File: src/rtl/ppi_pkg.sv
// Shared constants for the 8255A mode-1 peripheral: FSM encodings, mode codes
// and the port-B PortC handshake bit positions.
package ppi_pkg;

  localparam logic [2:0] TX_IDLE     = 3'd0;
  localparam logic [2:0] TX_SETUP    = 3'd1;
  localparam logic [2:0] TX_STROBE   = 3'd2;
  localparam logic [2:0] TX_WAIT_IBF = 3'd3;
  localparam logic [2:0] TX_WAIT_CLR = 3'd4;

  localparam logic [1:0] RX_IDLE     = 2'd0;
  localparam logic [1:0] RX_ACK      = 2'd1;
  localparam logic [1:0] RX_WAIT_OBF = 2'd2;

  localparam logic [1:0] MODE0 = 2'd0;
  localparam logic [1:0] MODE1 = 2'd1;
  localparam logic [1:0] MODE2 = 2'd2;

  // Port B handshake lines live in PC0..PC2
  localparam int PCB_INTR  = 0;
  localparam int PCB_IBF   = 1;
  localparam int PCB_OBF_N = 1;
  localparam int PCB_STB_N = 2;
  localparam int PCB_ACK_N = 2;

endpackage

File: src/rtl/ppi_sync2.sv
// Two-flop synchronizer for a single asynchronous level; RST_VAL sets the
// value both flops take while reset is asserted.
module ppi_sync2 #(
  parameter logic RST_VAL = 1'b0
) (
  input  logic clk,
  input  logic rst_n,
  input  logic d_i,
  output logic q_o
);

  logic [1:0] sync_q;

  always_ff @(posedge clk or negedge rst_n) begin
    if (!rst_n) sync_q <= {2{RST_VAL}};
    else        sync_q <= {sync_q[0], d_i};
  end

  assign q_o = sync_q[1];

endmodule

File: src/rtl/ppi_mode1_peripheral.sv
// Far-end device for an 8255A mode-1 port group: strobes bytes into an input
// port (STB_n/IBF) and acknowledges bytes from an output port (OBF_n/ACK_n).
module ppi_mode1_peripheral
  import ppi_pkg::*;
#(
  parameter int STB_CYCLES = 2,
  parameter int ACK_CYCLES = 2,
  parameter int TIMEOUT    = 1023
) (
  input  logic       clk,
  input  logic       rst_n,
  input  logic [7:0] tx_data,
  input  logic       tx_valid,
  output logic       tx_ready,
  output logic [7:0] port_out,
  output logic       stb_n,
  input  logic       ibf,
  input  logic [7:0] port_in,
  input  logic       obf_n,
  output logic       ack_n,
  output logic [7:0] rx_data,
  output logic       rx_valid,
  input  logic       rx_ready,
  output logic       err_timeout
);

  localparam int SW = $clog2(STB_CYCLES + 1);
  localparam int AW = $clog2(ACK_CYCLES + 1);
  localparam int TW = (TIMEOUT > 0) ? $clog2(TIMEOUT + 1) : 1;
  localparam logic [SW-1:0] STB_LAST = SW'(STB_CYCLES - 1);
  localparam logic [AW-1:0] ACK_LAST = AW'(ACK_CYCLES - 1);
  localparam logic [TW-1:0] TMO_LAST = TW'((TIMEOUT > 0) ? TIMEOUT - 1 : 0);
  localparam logic          TMO_EN   = (TIMEOUT != 0);

  logic ibf_s, obf_n_s, obf_s;

  ppi_sync2 #(.RST_VAL(1'b0)) u_sync_ibf (
    .clk   (clk),
    .rst_n (rst_n),
    .d_i   (ibf),
    .q_o   (ibf_s)
  );

  ppi_sync2 #(.RST_VAL(1'b1)) u_sync_obf (
    .clk   (clk),
    .rst_n (rst_n),
    .d_i   (obf_n),
    .q_o   (obf_n_s)
  );

  assign obf_s = !obf_n_s;

  // Holds tx_ready low while reset is asserted and for the first edge after
  logic run_q;

  logic [2:0]    tx_state_q, tx_state_d;
  logic [SW-1:0] stb_cnt_q,  stb_cnt_d;
  logic [TW-1:0] tx_tmo_q,   tx_tmo_d;
  logic [7:0]    port_out_q, port_out_d;
  logic          tx_tmo_err, tx_tmo_hit;

  logic [1:0]    rx_state_q, rx_state_d;
  logic [AW-1:0] ack_cnt_q,  ack_cnt_d;
  logic [TW-1:0] rx_tmo_q,   rx_tmo_d;
  logic [7:0]    rx_data_q,  rx_data_d;
  logic          rx_valid_q, rx_valid_d;
  logic          rx_tmo_err, rx_tmo_hit;

  logic          err_q, err_d;

  assign tx_tmo_hit = TMO_EN && (tx_tmo_q == TMO_LAST);
  assign rx_tmo_hit = TMO_EN && (rx_tmo_q == TMO_LAST);

  assign tx_ready    = run_q && (tx_state_q == TX_IDLE) && !ibf_s;
  assign stb_n       = (tx_state_q != TX_STROBE);
  assign ack_n       = (rx_state_q != RX_ACK);
  assign port_out    = port_out_q;
  assign rx_data     = rx_data_q;
  assign rx_valid    = rx_valid_q;
  assign err_timeout = err_q;

  always_comb begin
    tx_state_d = tx_state_q;
    stb_cnt_d  = stb_cnt_q;
    tx_tmo_d   = tx_tmo_q;
    port_out_d = port_out_q;
    tx_tmo_err = 1'b0;
    case (tx_state_q)
      TX_IDLE: begin
        if (tx_valid && tx_ready) begin
          port_out_d = tx_data;
          tx_state_d = TX_SETUP;
        end
      end
      TX_SETUP: begin
        stb_cnt_d  = '0;
        tx_state_d = TX_STROBE;
      end
      TX_STROBE: begin
        if (stb_cnt_q == STB_LAST) begin
          tx_tmo_d   = '0;
          tx_state_d = TX_WAIT_IBF;
        end else begin
          stb_cnt_d = stb_cnt_q + 1'b1;
        end
      end
      TX_WAIT_IBF: begin
        if (ibf_s) begin
          tx_tmo_d   = '0;
          tx_state_d = TX_WAIT_CLR;
        end else if (tx_tmo_hit) begin
          tx_tmo_err = 1'b1;
          tx_state_d = TX_IDLE;
        end else begin
          tx_tmo_d = tx_tmo_q + 1'b1;
        end
      end
      TX_WAIT_CLR: begin
        if (!ibf_s) begin
          tx_state_d = TX_IDLE;
        end else if (tx_tmo_hit) begin
          tx_tmo_err = 1'b1;
          tx_state_d = TX_IDLE;
        end else begin
          tx_tmo_d = tx_tmo_q + 1'b1;
        end
      end
      default: tx_state_d = TX_IDLE;
    endcase
  end

  // Capture needs rx_valid low, so a consume and a capture never coincide
  always_comb begin
    rx_state_d = rx_state_q;
    ack_cnt_d  = ack_cnt_q;
    rx_tmo_d   = rx_tmo_q;
    rx_data_d  = rx_data_q;
    rx_valid_d = rx_valid_q;
    rx_tmo_err = 1'b0;
    if (rx_valid_q && rx_ready) rx_valid_d = 1'b0;
    case (rx_state_q)
      RX_IDLE: begin
        if (obf_s && !rx_valid_q) begin
          ack_cnt_d  = '0;
          rx_state_d = RX_ACK;
        end
      end
      RX_ACK: begin
        if (ack_cnt_q == ACK_LAST) begin
          rx_data_d  = port_in;
          rx_valid_d = 1'b1;
          rx_tmo_d   = '0;
          rx_state_d = RX_WAIT_OBF;
        end else begin
          ack_cnt_d = ack_cnt_q + 1'b1;
        end
      end
      RX_WAIT_OBF: begin
        if (!obf_s) begin
          rx_state_d = RX_IDLE;
        end else if (rx_tmo_hit) begin
          rx_tmo_err = 1'b1;
          rx_state_d = RX_IDLE;
        end else begin
          rx_tmo_d = rx_tmo_q + 1'b1;
        end
      end
      default: rx_state_d = RX_IDLE;
    endcase
  end

  assign err_d = err_q | tx_tmo_err | rx_tmo_err;

  always_ff @(posedge clk or negedge rst_n) begin
    if (!rst_n) begin
      run_q      <= 1'b0;
      tx_state_q <= TX_IDLE;
      stb_cnt_q  <= '0;
      tx_tmo_q   <= '0;
      port_out_q <= 8'h00;
      rx_state_q <= RX_IDLE;
      ack_cnt_q  <= '0;
      rx_tmo_q   <= '0;
      rx_data_q  <= 8'h00;
      rx_valid_q <= 1'b0;
      err_q      <= 1'b0;
    end else begin
      run_q      <= 1'b1;
      tx_state_q <= tx_state_d;
      stb_cnt_q  <= stb_cnt_d;
      tx_tmo_q   <= tx_tmo_d;
      port_out_q <= port_out_d;
      rx_state_q <= rx_state_d;
      ack_cnt_q  <= ack_cnt_d;
      rx_tmo_q   <= rx_tmo_d;
      rx_data_q  <= rx_data_d;
      rx_valid_q <= rx_valid_d;
      err_q      <= err_d;
    end
  end

endmodule
File: config.mk
export PLATFORM = sky130hd
export DESIGN_NAME = ppi_mode1_peripheral
export DESIGN_NICKNAME = d
export VERILOG_FILES = /design/src/rtl/ppi_pkg.sv /design/src/rtl/ppi_sync2.sv /design/src/rtl/ppi_mode1_peripheral.sv
export SDC_FILE = /design/constraint.sdc
export NUM_CORES = 1
export LEC_CHECK = 0
export BUFFER_PORTS_ARGS = -buffer_cell sky130_fd_sc_hd__buf_2
export CORE_UTILIZATION = 60
export DETAILED_ROUTE_END_ITERATION = 10
export GPL_TIMING_DRIVEN = 0
export PLACE_DENSITY = 0.88
export SLEW_MARGIN = 20
export SYNTH_ARGS = -nofsm -noshare
export SYNTH_HDL_FRONTEND = slang
export SYNTH_SLANG_ARGS = --single-unit
File: constraint.sdc
create_clock -name clk -period 4.65 [get_ports clk]
set_input_delay 0.6975 -clock clk [delete_from_list [all_inputs] [get_ports clk]]
set_output_delay 0.6975 -clock clk [all_outputs]
set_load 0.1 [all_outputs]
Yosys cells after proc, flatten, opt, wreduce, memory -nomap -nowiden
Cells that the tools add are included.
{"block": "totals", "regBits": 52, "latchBits": 0, "ram_bits": 0, "mem_bits_ro": 0, "inputBits": 22, "output_inout_bits": 21, "wordCells": 98, "memories": 0}
{"block": "op_classes", "add_sub_neg": 4, "mul": 0, "div_mod_pow": 0, "order_cmp": 0, "eq_ne": 22, "n_shift": 0, "mux": 35, "bitwise_logic": 2, "reduce_logical": 22}
{"cell": "$mux W10", "n": 7}
{"cell": "$pmux W10 S3", "n": 1}
{"cell": "$add A10 B1 Y10 const B", "n": 2}
{"cell": "$eq A10 B10 Y1 const B", "n": 2}
{"cell": "$pmux W10 S2", "n": 1}
{"cell": "$mux W3", "n": 5}
{"cell": "$pmux W3 S5", "n": 1}
{"cell": "$mux W2", "n": 7}
{"cell": "$ne A2 B2 Y1 const B", "n": 7}
{"cell": "$mux W1", "n": 9}
{"cell": "$reduce_and A3 Y1", "n": 3}
{"cell": "$pmux W2 S2", "n": 2}
{"cell": "$reduce_and A2 Y1", "n": 4}
{"cell": "$eq A2 B1 Y1 const B", "n": 3}
{"cell": "$eq A3 B2 Y1 const B", "n": 2}
{"cell": "$ne A2 B1 Y1 const B", "n": 3}
{"cell": "$ne A3 B2 Y1 const B", "n": 2}
{"cell": "$pmux W2 S3", "n": 1}
{"cell": "$reduce_bool A2 Y1", "n": 3}
{"cell": "$logic_and A1 B1 Y1", "n": 5}
{"cell": "$add A2 B1 Y2 const B", "n": 2}
{"cell": "$reduce_and A4 Y1", "n": 1}
{"cell": "$eq A3 B1 Y1 const B", "n": 1}
{"cell": "$eq A3 B3 Y1 const B", "n": 1}
{"cell": "other kinds (7)", "n": 10}

Depth between registers and ports, before layout
{"block": "logic_depth", "depth_word": 6, "ltp_mapped": 7, "depth_no_buf": 6}

By module
Synthesis repeated with hierarchy kept, for this count alone.
{"block": "unflattened", "hier_cells": 244, "area_unflattened_um2": 2491.1}
{"mod": "ppi_mode1_peripheral", "instances": 1, "cells_each": 240, "area_per_inst_um2": 2388.5, "seq_area_each_um2": 1201.2}
{"mod": "ppi_sync2 at u_sync_obf", "instances": 1, "cells_each": 2, "area_per_inst_um2": 52.6, "seq_area_each_um2": 52.6}
{"mod": "ppi_sync2 at u_sync_ibf", "instances": 1, "cells_each": 2, "area_per_inst_um2": 50.0, "seq_area_each_um2": 50.0}

Least setup slack after synthesis
No wires, ideal clock.
{"block": "synth_timing", "path_type": "register to output", "startpoint": "register tx_state_q[0]", "endpoint": "output tx_ready", "arrival_time_ns": 1.549, "required_ns": 3.953, "slack_ns": 2.403, "stages_incl_launch_ff": 4, "path_buffers": 1, "cell_sequence": "dfrtp_1 clkbuf_1 nor2_2 and3_1"}
{"block": "synth_via", "elab_chain_len": 3}
{"element": "start: declaration", "line_no": "ppi_mode1_peripheral.sv:56", "source": "logic [2:0] tx_state_q, tx_state_d;"}
{"element": "start signal: assignment", "line_no": "ppi_mode1_peripheral.sv:189", "source": "tx_state_q <= tx_state_d;"}
{"element": "$logic_not A3 Y1", "line_no": "ppi_mode1_peripheral.sv:74", "source": "assign tx_ready = run_q && (tx_state_q == TX_IDLE) && !ibf_s;"}
{"element": "$logic_and A1 B1 Y1 (2 in a row)", "line_no": "ppi_mode1_peripheral.sv:74"}
{"element": "end: declaration", "line_no": "ppi_mode1_peripheral.sv:14", "source": "output logic tx_ready,"}
Every way passes these cells.

Final worst setup path
Ends and elaborated chain as after synthesis.

==> qor.txt <==
status -> finished clean
Layout fillers -> 304
YS warnings -> 0
most common cell after layout, fill and taps aside -> dfrtp_1
worst skew pair latency -> 0.31 ns
post-synth cell types -> 53
via count -> 1987
maximum VDD drop -> 0.5170 mV
CP startpoint kind -> register
first-pass GRT wire length -> 8.004 mm
DP Cell Count -> 335
Post-Synthesis Cells -> 243
fin crit period -> 2.483 ns
H-tree levels -> 2
TritonCTS clock tree -> done
number of max-cap violations -> 0
post-route ant nets -> 0
syn_nets -> 271
Achievable Freq -> 402.7 MHz
Hold Violations, Final -> 0
Detail Placement HPWL -> 3.547 mm
worst-path fanout max -> 10
vias in the first global route -> 1849
Seq cells post-synth -> 52
Detailed Routing Iterations Pass 1 -> 4
full die area -> 0.004396 mm^2
Clock Path Buffers -> 2
largest net degree at the start of global routing -> 53
Setup TNS -> 0 ns
hold_ws -> 0.3564 ns
Nets -> 320
Area growth, synth to finish -> 14.83%
total congestion overflow -> 0
drt initial violations -> 152
Max-Slew Margin vs Limit -> 0.5774
DIE HEIGHT -> 66.31 um
commonest cells after routing, fill and taps aside -> 50 x dfrtp_1, 42 x buf_2, 36 x nand2_1
fin util -> 0.7174
Final period util -> 0.5340
Worst Tran Pin Value -> 0.6338 ns
clock sink count -> 52
post-synthesis sequential area ratio -> 0.5255
CTS hold repair buffers -> 0
Initial Utilization -> 0.6248
TritonCTS Buffers -> 5
top cell type by total area after synthesis -> dfrtp_1
Ant. Diodes -> 0
multi-input logic area -> 0.001094 mm^2
wire per inst -> 14.25 um
Mapped Avg Cell Area -> 10.21 um^2
grt peak-use layer -> met2
Area contributors post-synth -> dfrtp_1 50%, nand2_1 5.4%, mux2_2 4.5%, a21oi_1 3.0%, ha_1 3.0%
IO Count -> 43
Power Dens Cells -> 726.6 mW/mm^2
core area -> 0.003971 mm^2
worst endpoint required time -> 3.95 ns
Die X -> 66.31 um
share of the synthesized area in the top cell type -> 0.5043
skew final -> 0.007265 ns
Hold/Removal Path Class -> register to register
Clock transition at path regs -> 0.09 ns
initial antenna violation count -> 0
count of final setup violators -> 0
Post-CTS Setup Bufs -> 0
Post-CTS Resized -> 0
Total GRT Usage -> 0.2450
WP data arrival -> 1.79 ns
Worst setup EP type -> primary output
Pleak -> 1.354 nW
FP Rows -> 23
Post-Layout Cell Count -> 343
Synth Cell Area -> 0.002481 mm^2
Port Buffers -> 42
layout cells sized above 1 -> 0.2355
routability cong. -> 0.8237
unrepaired setup endpoints after global routing -> false
FF/Latch Area -> 0.001304 mm^2
Setup CP Type -> register to primary output
most used flip-flop cell after synthesis -> dfrtp_1
Total Wirelength -> 4.887 mm
number of remaining DRC errors -> 0
Slew Viols, Final -> 0
met2 Usage GRT -> 0.4056
post-DR vias/cell -> 5.793
ys async rst share -> 1.000
CTS root buffer -> clkbuf_8
met1 Track Usage GR -> 0.3087
grt met3 use -> 0.07241
Post-synth EDFFs -> 0
state kept, by name, summed over array words and instances (netlist names), 2 cells and up:
signal             cells
ack_cnt_q              2
port_out               8
rx_data                8
rx_state_q             2
rx_tmo_q              10
stb_cnt_q              2
tx_state_q             3
tx_tmo_q              10
u_sync_ibf.sync_q      2
u_sync_obf.sync_q      2
per-stage QoR:
stage          power (W)  setup WS (ns)  instance area [um^2]
2_1_floorplan   0.001605          2.403                  2481
3_3_place_gp    0.001782          2.519                  2754
3_5_place_dp    0.001816          2.518                  2756
4_1_cts         0.002077          2.167                  2849
5_1_grt         0.002171          2.061                  2849
6_report        0.002070          2.167                  2849
worst max-delay path, stage by stage (launching register included):
cell and delay, ns:
dfrtp_1 0.37, clkbuf_1 0.20, nor2_2 0.29, and3_1 0.20, buf_2 0.42
final cells by class:
type | instances | area share
Sequential cell | 52 | 0.4576
Timing Repair Buffer | 42 | 0.07466
Clock inverter | 3 | 0.008344
Tap cell | 50 | 0.02196
Inverter | 11 | 0.01449
Clock buffer | 5 | 0.02415
Buffer | 8 | 0.01493
Multi-Input combinational cell | 172 | 0.3838
synthesized netlist by cell type (2+ instances only):
cell	count
o21ai_0	8
clkbuf_1	3
buf_1	2
and4_1	3
dfstp_2	2
o31ai_1	10
ha_1	6
dfrtp_1	50
inv_1	11
nand4_1	4
or2_2	2
nand2b_1	3
a21oi_1	15
or3_1	3
nor2b_1	3
o21a_1	3
a21o_1	2
mux2_2	10
a21boi_0	2
nand3_1	6
nand2_1	36
a31oi_1	4
nor3_1	9
nor2_1	9
or4_1	8
and3_1	2
report_power, final:
group | leakage [nW] | switching [W] | internal [W]
registers | 0.671 | 0.0000894 | 0.000573
logic | 0.643 | 0.000906 | 0.000238
clock network | 0.0404 | 0.000157 | 0.000107
final timing paths:
path	startpoint	end	slack, ns	cells past startpoint
worst max-delay path	tx_state_q[0]	tx_ready	2.17	4
worst min-delay path	u_sync_ibf.sync_q[0]	u_sync_ibf.sync_q[1]	0.36	0
worst max register to register	ack_cnt_q[1]	rx_tmo_q[7]	2.67	7
worst min register to register	u_sync_ibf.sync_q[0]	u_sync_ibf.sync_q[1]	0.36	0
max in group asynchronous	rst_n	tx_tmo_q[9]	3.83	1
min in group asynchronous	rst_n	tx_tmo_q[0]	0.40	1
logic make-up after synthesis:
kind of cell,after synthesis,synth area share
AO/OA/AOI/OAI,58,0.1604
AND/OR/NAND/NOR,97,0.2032
buffers and inverters,19,0.03379
flip-flops,52,0.5255
multiplexers,10,0.04539
adder cells (fa/ha/maj),6,0.03026
other,1,0.001511
layer usage:
| metal | share of wire | routed length, um |
|---|---|---|
| met5 | 0 | 0 |
| met4 | 0.011 | 55 |
| met3 | 0.054 | 263 |
| met2 | 0.47 | 2318 |
| met1 | 0.46 | 2249 |
Power figures use the tool's default switching activity.
